$ cat src/rtl/sn74148_pkg.sv
// Shared constants, FSM state type and priority helper for the SN74148-style encoder.
// Latency: n/a (declarations only).
// Backpressure: n/a.
package sn74148_pkg;

  localparam int N_REQ  = 8;
  localparam int CODE_W = 3;

  typedef enum logic {
    ST_IDLE    = 1'b0,
    ST_PRESENT = 1'b1
  } state_e;

  // Index of the highest set bit; callers only use it when vec != 0.
  function automatic logic [CODE_W-1:0] hi_index(input logic [N_REQ-1:0] vec);
    hi_index = '0;
    for (int i = 0; i < N_REQ; i++) begin
      if (vec[i]) hi_index = CODE_W'(i);
    end
  endfunction

endpackage

$ cat src/rtl/sn_sync.sv
// One-bit multi-flop synchronizer for an asynchronous active-low request line.
// Latency: STAGES clock edges from input sample to output.
// Backpressure: none; free-running.
// Ports: clk, rst_n (async active-low, flops reset to 1 = inactive), d (async in), q (synchronized out).
module sn_sync #(
  parameter int STAGES = 2
) (
  input  logic clk,
  input  logic rst_n,
  input  logic d,
  output logic q
);

  logic [STAGES-1:0] sync_q;
  logic [STAGES-1:0] sync_d;

  always_comb begin
    sync_d = {sync_q[STAGES-2:0], d};
  end

  always_ff @(posedge clk or negedge rst_n) begin
    if (!rst_n) sync_q <= '1;
    else        sync_q <= sync_d;
  end

  assign q = sync_q[STAGES-1];

endmodule

$ cat src/rtl/sn74148_prio_encoder.sv
// Edge-latched 8:3 priority encoder with valid/ready handoff of the active-low code.
// Latency: request sampled at edge N -> pending at N+2 -> valid at N+3 (SYNC_STAGES=2); max one code per two cycles.
// Backpressure: while valid && !ready, code_b/valid hold; newer edges accumulate in pending (repeats set lost).
// Ports: clk, rst_n, req_b[7:0] (async, active-low, bit 7 highest), en_b (active-low enable),
//        code_b[2:0]/valid/ready (handoff), gs_b (any pending, active-low), lost (sticky dropped edge),
//        eo_b (only when SN74148_CASCADE_EN is defined: low when enabled with nothing pending).
module sn74148_prio_encoder
  import sn74148_pkg::*;
#(
  parameter int SYNC_STAGES = 2
) (
  input  logic              clk,
  input  logic              rst_n,
  input  logic [N_REQ-1:0]  req_b,
  input  logic              en_b,
  output logic [CODE_W-1:0] code_b,
  output logic              valid,
  input  logic              ready,
  output logic              gs_b,
  output logic              lost
`ifdef SN74148_CASCADE_EN
  ,
  output logic              eo_b
`endif
);

  logic [N_REQ-1:0]  req_s;
  logic [N_REQ-1:0]  req_s_prev_q, req_s_prev_d;
  logic [N_REQ-1:0]  pending_q, pending_d;
  logic              lost_q, lost_d;
  state_e            state_q, state_d;
  logic [CODE_W-1:0] code_b_q, code_b_d;
  logic              valid_q, valid_d;

  logic [N_REQ-1:0]  fall;
  logic [N_REQ-1:0]  clr_mask;
  logic              hs;

  for (genvar g = 0; g < N_REQ; g++) begin : g_sync
    sn_sync #(.STAGES(SYNC_STAGES)) u_sync (
      .clk   (clk),
      .rst_n (rst_n),
      .d     (req_b[g]),
      .q     (req_s[g])
    );
  end

  assign hs   = valid_q & ready;
  assign fall = req_s_prev_q & ~req_s;

  // Set beats clear: an edge on the bit being handed off re-arms it, and
  // that is not a lost edge because the old one was just consumed.
  always_comb begin
    clr_mask = '0;
    if (hs) clr_mask[~code_b_q] = 1'b1;
    req_s_prev_d = req_s;
    pending_d    = fall | (pending_q & ~clr_mask);
    lost_d       = lost_q | (|(fall & pending_q & ~clr_mask));
  end

  always_ff @(posedge clk or negedge rst_n) begin
    if (!rst_n) begin
      req_s_prev_q <= '1;
      pending_q    <= '0;
      lost_q       <= 1'b0;
    end else begin
      req_s_prev_q <= req_s_prev_d;
      pending_q    <= pending_d;
      lost_q       <= lost_d;
    end
  end

  // Enable only gates the IDLE->PRESENT launch; an open transaction always completes.
  always_comb begin
    state_d  = state_q;
    code_b_d = code_b_q;
    valid_d  = valid_q;
    case (state_q)
      ST_IDLE: begin
        if (!en_b && (pending_q != '0)) begin
          state_d  = ST_PRESENT;
          code_b_d = ~hi_index(pending_q);
          valid_d  = 1'b1;
        end
      end
      ST_PRESENT: begin
        if (ready) begin
          state_d = ST_IDLE;
          valid_d = 1'b0;
        end
      end
      default: begin
        state_d = ST_IDLE;
        valid_d = 1'b0;
      end
    endcase
  end

  always_ff @(posedge clk or negedge rst_n) begin
    if (!rst_n) begin
      state_q  <= ST_IDLE;
      code_b_q <= '1;
      valid_q  <= 1'b0;
    end else begin
      state_q  <= state_d;
      code_b_q <= code_b_d;
      valid_q  <= valid_d;
    end
  end

  assign code_b = code_b_q;
  assign valid  = valid_q;
  assign lost   = lost_q;
  assign gs_b   = ~|pending_q;

`ifdef SN74148_CASCADE_EN
  assign eo_b = en_b | (|pending_q);
`endif

endmodule

$ cat config.mk
export PLATFORM = sky130hd
export DESIGN_NAME = sn74148_prio_encoder
export DESIGN_NICKNAME = d
export VERILOG_FILES = /design/src/rtl/sn74148_pkg.sv /design/src/rtl/sn_sync.sv /design/src/rtl/sn74148_prio_encoder.sv
export SDC_FILE = /design/constraint.sdc
export NUM_CORES = 1
export LEC_CHECK = 0
export CORE_MARGIN = 2
export CORE_UTILIZATION = 25
export CTS_CLUSTER_SIZE = 28
export DETAILED_ROUTE_END_ITERATION = 10
export PLACE_DENSITY = 0.4
export SKIP_LAST_GASP = 1
export SYNTH_ARGS = -nofsm -noshare
export SYNTH_HDL_FRONTEND = slang
export SYNTH_SLANG_ARGS = --single-unit
$ cat constraint.sdc
create_clock -name clk -period 2.9 [get_ports clk]
set_clock_uncertainty 0.05 [all_clocks]
set_input_delay 0.435 -clock clk [delete_from_list [all_inputs] [get_ports clk]]
set_output_delay 0.435 -clock clk [all_outputs]
set_load 0.005 [all_outputs]
# Yosys cells after proc, flatten, opt, wreduce, memory -nomap -nowiden
# Index checks and enable logic that the tools add are counted.
dict set report classes {
  n_eq_ne 2
  mul 0
  shifts 0
  bitwise 12
  order_cmp 2
  div 0
  add_sub_neg 0
  n_reduce_logical 9
  muxes 18
}
# operator n
set ops {}
lappend ops {{bitwise AND 8 bit} 4}
lappend ops {{2-to-1 mux 3 bit} 8}
lappend ops {{inverter 8 bit} 2}
lappend ops {{OR reduction 8 bit} 2}
lappend ops {{2-to-1 mux 8 bit} 1}
lappend ops {{bitwise OR 8 bit} 1}
lappend ops {{nonzero test 8 bit} 1}
lappend ops {{2-to-1 mux 1 bit} 6}
lappend ops {{inverter 3 bit} 2}
lappend ops {{< comparator 3 x 4 -> 1 bit (second input constant)} 1}
lappend ops {{!= test 2 bit (second input constant)} 2}
lappend ops {{case mux 1 bit (2 select lines)} 2}
lappend ops {{AND reduction 2 bit} 2}
lappend ops {{demux 1 bit (select 3 bit)} 1}
lappend ops {{greater-or-equal comparator 3 x 1 -> 1 bit (second input constant)} 1}
lappend ops {{logical AND 1 bit} 2}
lappend ops {{zero test 1 bit} 2}
lappend ops {{bitwise AND 1 bit} 1}
lappend ops {{inverter 1 bit} 1}
lappend ops {{bitwise OR 1 bit} 1}
dict set report totals {
  ff_bits 38
  mem_bits_rw 0
  mem_count 0
  latchBits 0
  input_bits 12
  rom_bits 0
}

# Logic depth before layout (Yosys ltp)
# Gate-level depths: netlist of run 1.
dict set report logic_depth {
  depth_word 10
  mapped_depth 4
  depth_no_buf 4
}

# Cells and area by module
# Synthesis of run 1 repeated with hierarchy kept, for this count alone.
dict set report hier_totals {
  hier_cells 96
  hier_area_um2 1310.0
}
# module area_each_um2 cells_each n_inst
set modules_own_cells {}
lappend modules_own_cells {sn74148_prio_encoder 889.6 80 1}
lappend modules_own_cells {sn_sync 52.6 2 8}

# Worst setup path before layout of run 1
# No wires, ideal clock.
dict set report synth_timing {
  path_type {reg2reg}
  from {register code_b_q[0], in the netlist code_b[0]}
  to {register lost_q, in the netlist lost}
  required_time_ps 2712
  stages_incl_launch_ff 5
  arrival_time_ps 1465
  path_slack_ps 1247
  cell_sequence {dfstp_2 -> nand3_1 -> o31ai_1 -> o22ai_1 -> or4_1}
}
dict set report synth_via {
  elab_chain_cells 10
  elab_cells_between_ends 11
}
# element line
set synth_rtl {}
lappend synth_rtl {{from (decl)} sn74148_prio_encoder.sv:32} ;# logic [CODE_W-1:0] code_b_q, code_b_d;
lappend synth_rtl {{from (signal assigned)} sn74148_prio_encoder.sv:106} ;# code_b_q <= code_b_d;
lappend synth_rtl {{inverter 3 bit *} sn74148_prio_encoder.sv:55} ;# if (hs) clr_mask[~code_b_q] = 1'b1;
lappend synth_rtl {{< comparator 3 x 4 -> 1 bit (not written as such) or greater-or-equal comparator 3 x 1 -> 1 bit (tied branches)} sn74148_prio_encoder.sv:55}
lappend synth_rtl {{logical AND 1 bit (not written as such)} sn74148_prio_encoder.sv:55}
lappend synth_rtl {{2-to-1 mux 1 bit (not written as such)} sn74148_prio_encoder.sv:55}
lappend synth_rtl {{demux 1 bit (select 3 bit) *} sn74148_prio_encoder.sv:55}
lappend synth_rtl {{2-to-1 mux 8 bit *} sn74148_prio_encoder.sv:55}
lappend synth_rtl {{inverter 8 bit *} sn74148_prio_encoder.sv:58} ;# lost_d = lost_q | (|(fall & pending_q & ~clr_mask));
lappend synth_rtl {{bitwise AND 8 bit *} sn74148_prio_encoder.sv:58}
lappend synth_rtl {{OR reduction 8 bit *} sn74148_prio_encoder.sv:58}
lappend synth_rtl {{bitwise OR 1 bit *} sn74148_prio_encoder.sv:58}
lappend synth_rtl {{named net lost_d} sn74148_prio_encoder.sv:30} ;# logic lost_q, lost_d;
lappend synth_rtl {{to (signal assigned)} sn74148_prio_encoder.sv:69} ;# lost_q <= lost_d;
lappend synth_rtl {{to (decl)} sn74148_prio_encoder.sv:30}
# The timed path passes the listed nets; every way through them passes the cells marked *.
# A chain may end at the register's enable or synchronous reset.

# Worst setup path after layout of run 1
dict set report layout_timing {
  from {register pending_q[3]}
  to {output gs_b}
}
dict set report layout_via {
  elab_chain_cells 2
}
# element line
set layout_rtl {}
lappend layout_rtl {{from (decl)} sn74148_prio_encoder.sv:29} ;# logic [N_REQ-1:0] pending_q, pending_d;
lappend layout_rtl {{from (signal assigned)} sn74148_prio_encoder.sv:68} ;# pending_q <= pending_d;
lappend layout_rtl {{OR reduction 8 bit} sn74148_prio_encoder.sv:114} ;# assign gs_b = ~|pending_q;
lappend layout_rtl {{zero test 1 bit} sn74148_prio_encoder.sv:114}
lappend layout_rtl {{to (decl)} sn74148_prio_encoder.sv:19} ;# output logic gs_b,
# No other way between the ends.

==> reports/results.ini, run 1 <==
[grt]
grt_pass1_wl_mm = 3.80
grt_max_degree = 39
grt_pass1_vias = 783
gr-total-overflow = 0
grt_antenna_before_repair = 0
track_usage_pct = 8.42

[power_and_ir_drop]
p_leak_nw = 0.610
power_density_nw_per_um2 = 666
power_mw = 1.11
max-vdd-ir-drop_v = 0.000238

[finish]
register_area_um2 = 985
multi_input_area_um2 = 315
syn2layout_area_growth_pct = 26.6
nets = 134
final.fill_count = 530
diodes = 0
drive_above_1_share_pct = 30.1
fin_cells = 193
finalInstanceArea_um2 = 1660

[worst_setup_path]
cpPeakStageDelay_ns = 0.58
startpoint_type = flop
worst_ep_required_time_ns = 2.41
crit_slowest_cell = or4_1
path_class = reg2out
crit_fanout = 4
worstPathArrival_ns = 1.90
critPathCaptureType = primary output
crit_path_cell_trace = or4_1, nor2_1, clkdlybuf4s50_1

[sta]
tns_ns = 0
hold_violations = 0
slew_headroom_pct = 69.8
hold_ws_ns = 0.303
timing.final.crit_share_pct = 82.3
rsz0062_at_grt = no
worst_pin_slew_ns = 0.452
min_period_ns = 2.39
fmax_ghz = 0.419
finalSetupViolations = 0
slew_viol_final = 0

[synth]
synth_xor_area_share_pct = 0
syn_inst = 97
synth-compound-area-share_pct = 9.54
synth_nets = 109
synth_adder_area_share_pct = 0
synth.area.mux_share_pct = 0
ys_types = 22
synth_area_leaders = dfstp_2 (54%), dfrtp_1 (21%), nand2b_1 (4.8%)
synth_top_area_cell = dfstp_2
synthSimpleGateAreaFrac_pct = 14.5
ys_warn_count = 0
ys_seq_elements = 38
synth_top_area_share_pct = 54.1
synth_top_family_by_area = simple AND/OR/NAND/NOR gates
syn_area_um2 = 1310
avgSynthCellArea_um2 = 13.5
ys_seq_area_share_pct = 75.1

[clock_network]
cts.sinks = 38
clk_latency_ns = 0.29
cts_root_buf = clkbuf_8
cts_setup_buffers = 0
hold_buffers = 0
cts.repair.resized = 0
cts_buffers = 5
htreeDepth = 2
clkTransAtPathRegs_ns = 0.08
tritoncts = yes
cts_max_path_buffers = 2

[hold_path]
hold_path.class = reg2reg

[place]
portBuffers = 17
place_inst = 185
gp_congestion = 0.806
placed_area_um2 = 1580
place_hpwl_mm = 1.47

[flow_run]
maxCapViolations = 0

[routing]
vias = 792
ant_nets = 0
drc = 0
via_per_inst = 4.10
first_pass_iters = 4
routed_wl_mm = 2.10
wl_per_cell_um = 10.9
drt_iter0_markers = 40

[floorplan]
die_x_um = 76.4
core_um2 = 5070
placementRows = 26
ios = 18
die_area_um2 = 5840
start_util_pct = 25.8
dieHeight_um = 76.4

[run_status]
status = finished, final reports clean

## cell usage in the layout (no fill, tap or decap)
master / n
or4_4: 1
clkbuf_1: 2
inv_1: 3
o21ai_0: 7
nor2_1: 4
o31ai_1: 2
nand3b_1: 1
a21oi_1: 1
nand2_1: 15
nor3_1: 1
o221ai_1: 1
nand3_1: 1
buf_4: 1
o21bai_1: 1
o41ai_1: 1
nand2b_1: 10
clkdlybuf4s50_1: 17
o31ai_2: 1
clkbuf_8: 5
dfrtp_1: 11
or4_1: 2
o21ai_2: 1
nor2b_1: 2
o21ai_1: 1
dfstp_2: 27
o22ai_1: 3
clkinvlp_4: 1
## power by group
group	total (mW)	internal [mW]	leakage, nW	switching, mW
registers	0.637	0.597	0.389	0.0402
clock network	0.345	0.170	0.0385	0.175
logic	0.124	0.0669	0.182	0.0571
total	1.11	0.834	0.610	0.272
## synth_stat cells
cell      instances
o22ai_1           3
o21ai_0           7
o221ai_1          1
nand3b_1          1
o31ai_2           1
nor2_1            4
nand3_1           1
dfrtp_1          11
or4_1             2
nor3_1            1
o21bai_1          1
o21ai_2           1
nor2b_1           2
o21ai_1           1
a21oi_1           1
dfstp_2          27
o41ai_1           1
or4_4             1
nand2_1          15
inv_1             3
o31ai_1           2
nand2b_1         10
## stage by stage
step	setup WS [ns]	utilization [%]
after floorplan	1.25	-
after global placement	0.702	31.1
after detailed placement	0.677	31.1
after CTS	0.493	32.7
after global routing	0.437	32.7
final	0.512	32.7
## critical path, delay by kind of cell, from the launching register on
| kind | cells | cell delay [ns] |
|---|---|---|
| simple gates | 2 | 0.70 |
| flops | 1 | 0.41 |
| buf+inv | 1 | 0.51 |
## routing by layer
metal	vias to the layer above	part of all wire (%)	GRT usage [%]
met5	-	0	0
li1	378	-	-
met3	7	5.9	2.96
met4	0	2.5	5.45
met2	23	45	11.2
met1	384	47	11.5
## area by class of cell
class / instances / area share, %
tap: 70 / 5.28
clock buffer: 7 / 4.60
timing repair buffer: 18 / 10.7
inverter: 3 / 0.678
sequential: 38 / 59.3
clock inverter: 1 / 0.452
multi-input combinational: 56 / 19.0
## logic make-up after synthesis
| kind of cell | after synthesis |
|---|---|
| compound gates | 19 |
| buf+inv | 3 |
| flops | 38 |
| simple gates | 37 |
## path summary, 6_finish.rpt
path,from,slack (ns),endpoint,cells after the start
setup / recovery,pending_q[3]$_DFF_PN0_,0.51,gs_b,3
hold / removal,g_sync[3].u_sync.sync_q[1]$_DFF_PN1_,0.30,req_s_prev_q[3]$_DFF_PN1_,0
setup reg to reg,code_b[0]$_DFFE_PN1P_,1.13,lost$_DFF_PN0_,4
hold reg to reg,g_sync[3].u_sync.sync_q[1]$_DFF_PN1_,0.30,req_s_prev_q[3]$_DFF_PN1_,0
max in group asynchronous,rst_n,1.94,code_b[0]$_DFFE_PN1P_,2
min in group asynchronous,rst_n,0.51,lost$_DFF_PN0_,2
## registers in the layout, indices dropped and copies added, names as in the netlist
register	cells
valid	1
code_b	3
req_s_prev_q	8
lost	1
g_sync.u_sync.sync_q	16
state_q	1
pending_q	8
Power figures use the tool's default switching activity.
==> run 2, diff against run 1 <==
- clock period: 2.9 -> 2.5 ns (I/O delays scaled with it)
==> run 2 against run 1 <==
First-iteration DRC count fell by 18%. Total power increased by 16%. Via count fell by 1.4%. Critical path depth stayed put. Final cell count unchanged. Worst hold slack improved by 0.0024 ns. Cell area is the same. Routed wire length is 1.5% higher. Combinational power increased by 16%. Largest cell class unchanged. Highest routed layer unchanged.
==> reports/results.ini, run 2 (synthesized netlist as in run 1, its figures left out) <==
[clock_network]
cts.sinks = 38  ; unchanged
tritoncts = yes
clk_latency_ns = 0.29  ; about the same
cts_root_buf = clkbuf_8
cts_setup_buffers = 0  ; unchanged
htreeDepth = 2  ; unchanged
cts_buffers = 5  ; unchanged
clkTransAtPathRegs_ns = 0.08  ; about the same
cts_max_path_buffers = 2  ; unchanged
hold_buffers = 0  ; unchanged
cts.repair.resized = 0  ; unchanged

[routing]
ant_nets = 0  ; unchanged
routed_wl_mm = 2.13  ; +1.5%
drc = 0  ; unchanged
vias = 781  ; -1.4%
via_per_inst = 4.05  ; -1.4%
first_pass_iters = 4  ; unchanged
wl_per_cell_um = 11.1  ; +1.5%
drt_iter0_markers = 33  ; -18%

[finish]
final_common_cell = dfstp_2
largest_register_ffs = 16  ; unchanged
final.fill_count = 530  ; unchanged
nets = 134  ; unchanged
largest_register = g_sync.u_sync.sync_q
top_regs = g_sync.u_sync.sync_q: 16 flops, pending_q: 8 flops, req_s_prev_q: 8 flops
drive_above_1_share_pct = 30.1  ; unchanged
register_area_um2 = 985  ; unchanged
diodes = 0  ; unchanged
syn2layout_area_growth_pct = 26.6  ; unchanged
final_cell_mix = dfstp_2 (27), clkdlybuf4s50_1 (17), nand2_1 (15)
multi_input_area_um2 = 315  ; unchanged

[sta]
worst_pin_slew_ns = 0.461  ; +0.00865 ns
tns_ns = 0  ; unchanged
slew_viol_final = 0  ; unchanged
rsz0062_at_grt = no
finalSetupViolations = 0  ; unchanged
min_period_ns = 2.33
fmax_ghz = 0.430
slew_headroom_pct = 69.3  ; -0.58 points
timing.final.crit_share_pct = 93.1
hold_violations = 0  ; unchanged
setup_slack_ns = 0.173  ; -0.339 ns

[worst_setup_path]
crit_path_cell_trace = or4_1, nor2_1, clkdlybuf4s50_1
worstPathArrival_ns = 1.90  ; about the same
critPathBufInv = 1  ; unchanged
startpoint_type = flop
path_class = reg2out
crit_fanout = 4  ; unchanged
crit_slowest_cell = or4_1
worst_ep_required_time_ns = 2.08  ; -0.33 ns
cpPeakStageDelay_ns = 0.58  ; about the same
crit_family = simple AND/OR/NAND/NOR gates
critPathCaptureType = primary output

[power_and_ir_drop]
power_frac_seq_pct = 57.5  ; about the same
combPwrFrac_pct = 11.2  ; about the same
power_mw = 1.28  ; +16%
clkPwrFrac_pct = 31.3  ; about the same
max-vdd-ir-drop_v = 0.000272  ; +14%
power.switching_uw = 318  ; +17%
p_int_uw = 967  ; +16%
swShare_pct = 24.7  ; +0.092 points
power_density_nw_per_um2 = 774  ; +16%
p_leak_nw = 0.610  ; unchanged

[grt]
grt_max_degree = 39  ; unchanged
grt_pass1_vias = 770  ; -1.7%
track_usage_pct = 8.40  ; -0.025 points
gr-total-overflow = 0  ; unchanged
grt_pass1_wl_mm = 3.75  ; -1.1%
grt_antenna_before_repair = 0  ; unchanged

[place]
place_hpwl_mm = 1.48  ; +0.41%
portBuffers = 17  ; unchanged
place_ws_ns = 0.328  ; -0.349 ns
gp_congestion = 0.806  ; about the same

[floorplan]
dieHeight_um = 76.4  ; unchanged
placementRows = 26  ; unchanged
die_area_um2 = 5840  ; unchanged
start_util_pct = 25.8  ; unchanged
die_x_um = 76.4  ; unchanged
ios = 18  ; unchanged
core_um2 = 5070  ; unchanged

[run_status]
status = finished, final reports clean

[flow_run]
maxCapViolations = 0  ; unchanged

[hold_path]
hold_path.class = reg2reg

run 2: path summary, 6_finish.rpt:
| check | start | to | slack [ns] | depth (start not counted) |
|---|---|---|---|---|
| setup / recovery | pending_q[3]$_DFF_PN0_ | gs_b | 0.17 | 3 |
| hold / removal | g_sync[3].u_sync.sync_q[1]$_DFF_PN1_ | req_s_prev_q[3]$_DFF_PN1_ | 0.30 | 0 |
| setup reg to reg | code_b[0]$_DFFE_PN1P_ | lost$_DFF_PN0_ | 0.71 | 4 |
| hold reg to reg | g_sync[3].u_sync.sync_q[1]$_DFF_PN1_ | req_s_prev_q[3]$_DFF_PN1_ | 0.30 | 0 |
| max in group asynchronous | rst_n | code_b[0]$_DFFE_PN1P_ | 1.59 | 2 |
| min in group asynchronous | rst_n | pending_q[3]$_DFF_PN0_ | 0.45 | 2 |
run 2: area by class of cell:
| cell class | count | area share (%) |
|---|---|---|
| inverter | 3 | 0.678 |
| multi-input combinational | 56 | 19.0 |
| timing repair buffer | 18 | 10.7 |
| sequential | 38 | 59.3 |
| clock inverter | 1 | 0.452 |
| tap | 70 | 5.28 |
| clock buffer | 7 | 4.60 |
run 2: layer usage:
| layer | routed length (um) | vias up | global-route usage (%) |
|---|---|---|---|
| met4 | 28 | 0 | 3.27 |
| met5 | 0 | - | 0 |
| met3 | 100 | 5 | 4.38 |
| met1 | 1040 | 380 | 10.9 |
| met2 | 966 | 17 | 11.8 |
| li1 | - | 379 | - |
run 2: through the flow:
stage | hold slack (ns) | cells | util (%) | cell area (um2)
after floorplan | 0.0294 | 97 | - | 1310
after global placement | 0.296 | 185 | 31.1 | 1580
after detailed placement | 0.297 | 185 | 31.1 | 1580
after CTS | 0.307 | 193 | 32.7 | 1660
after global routing | 0.315 | 193 | 32.7 | 1660
final | 0.305 | 193 | 32.7 | 1660
run 2: power groups by stage:
stage | combinational [mW] | sequential, mW | clock [mW]
finish | 0.144 | 0.739 | 0.402
global placement | 0.145 | 0.750 | 0
floorplan | 0.0713 | 0.738 | 0
CTS | 0.148 | 0.740 | 0.423
detailed placement | 0.147 | 0.750 | 0
global route | 0.162 | 0.749 | 0.457
==> run 3, diff against run 2 <==
- SKIP_CTS_REPAIR_TIMING: default -> 1
==> results of run 3 <==
Final layout, timing and power as in run 2 (identical DEF).
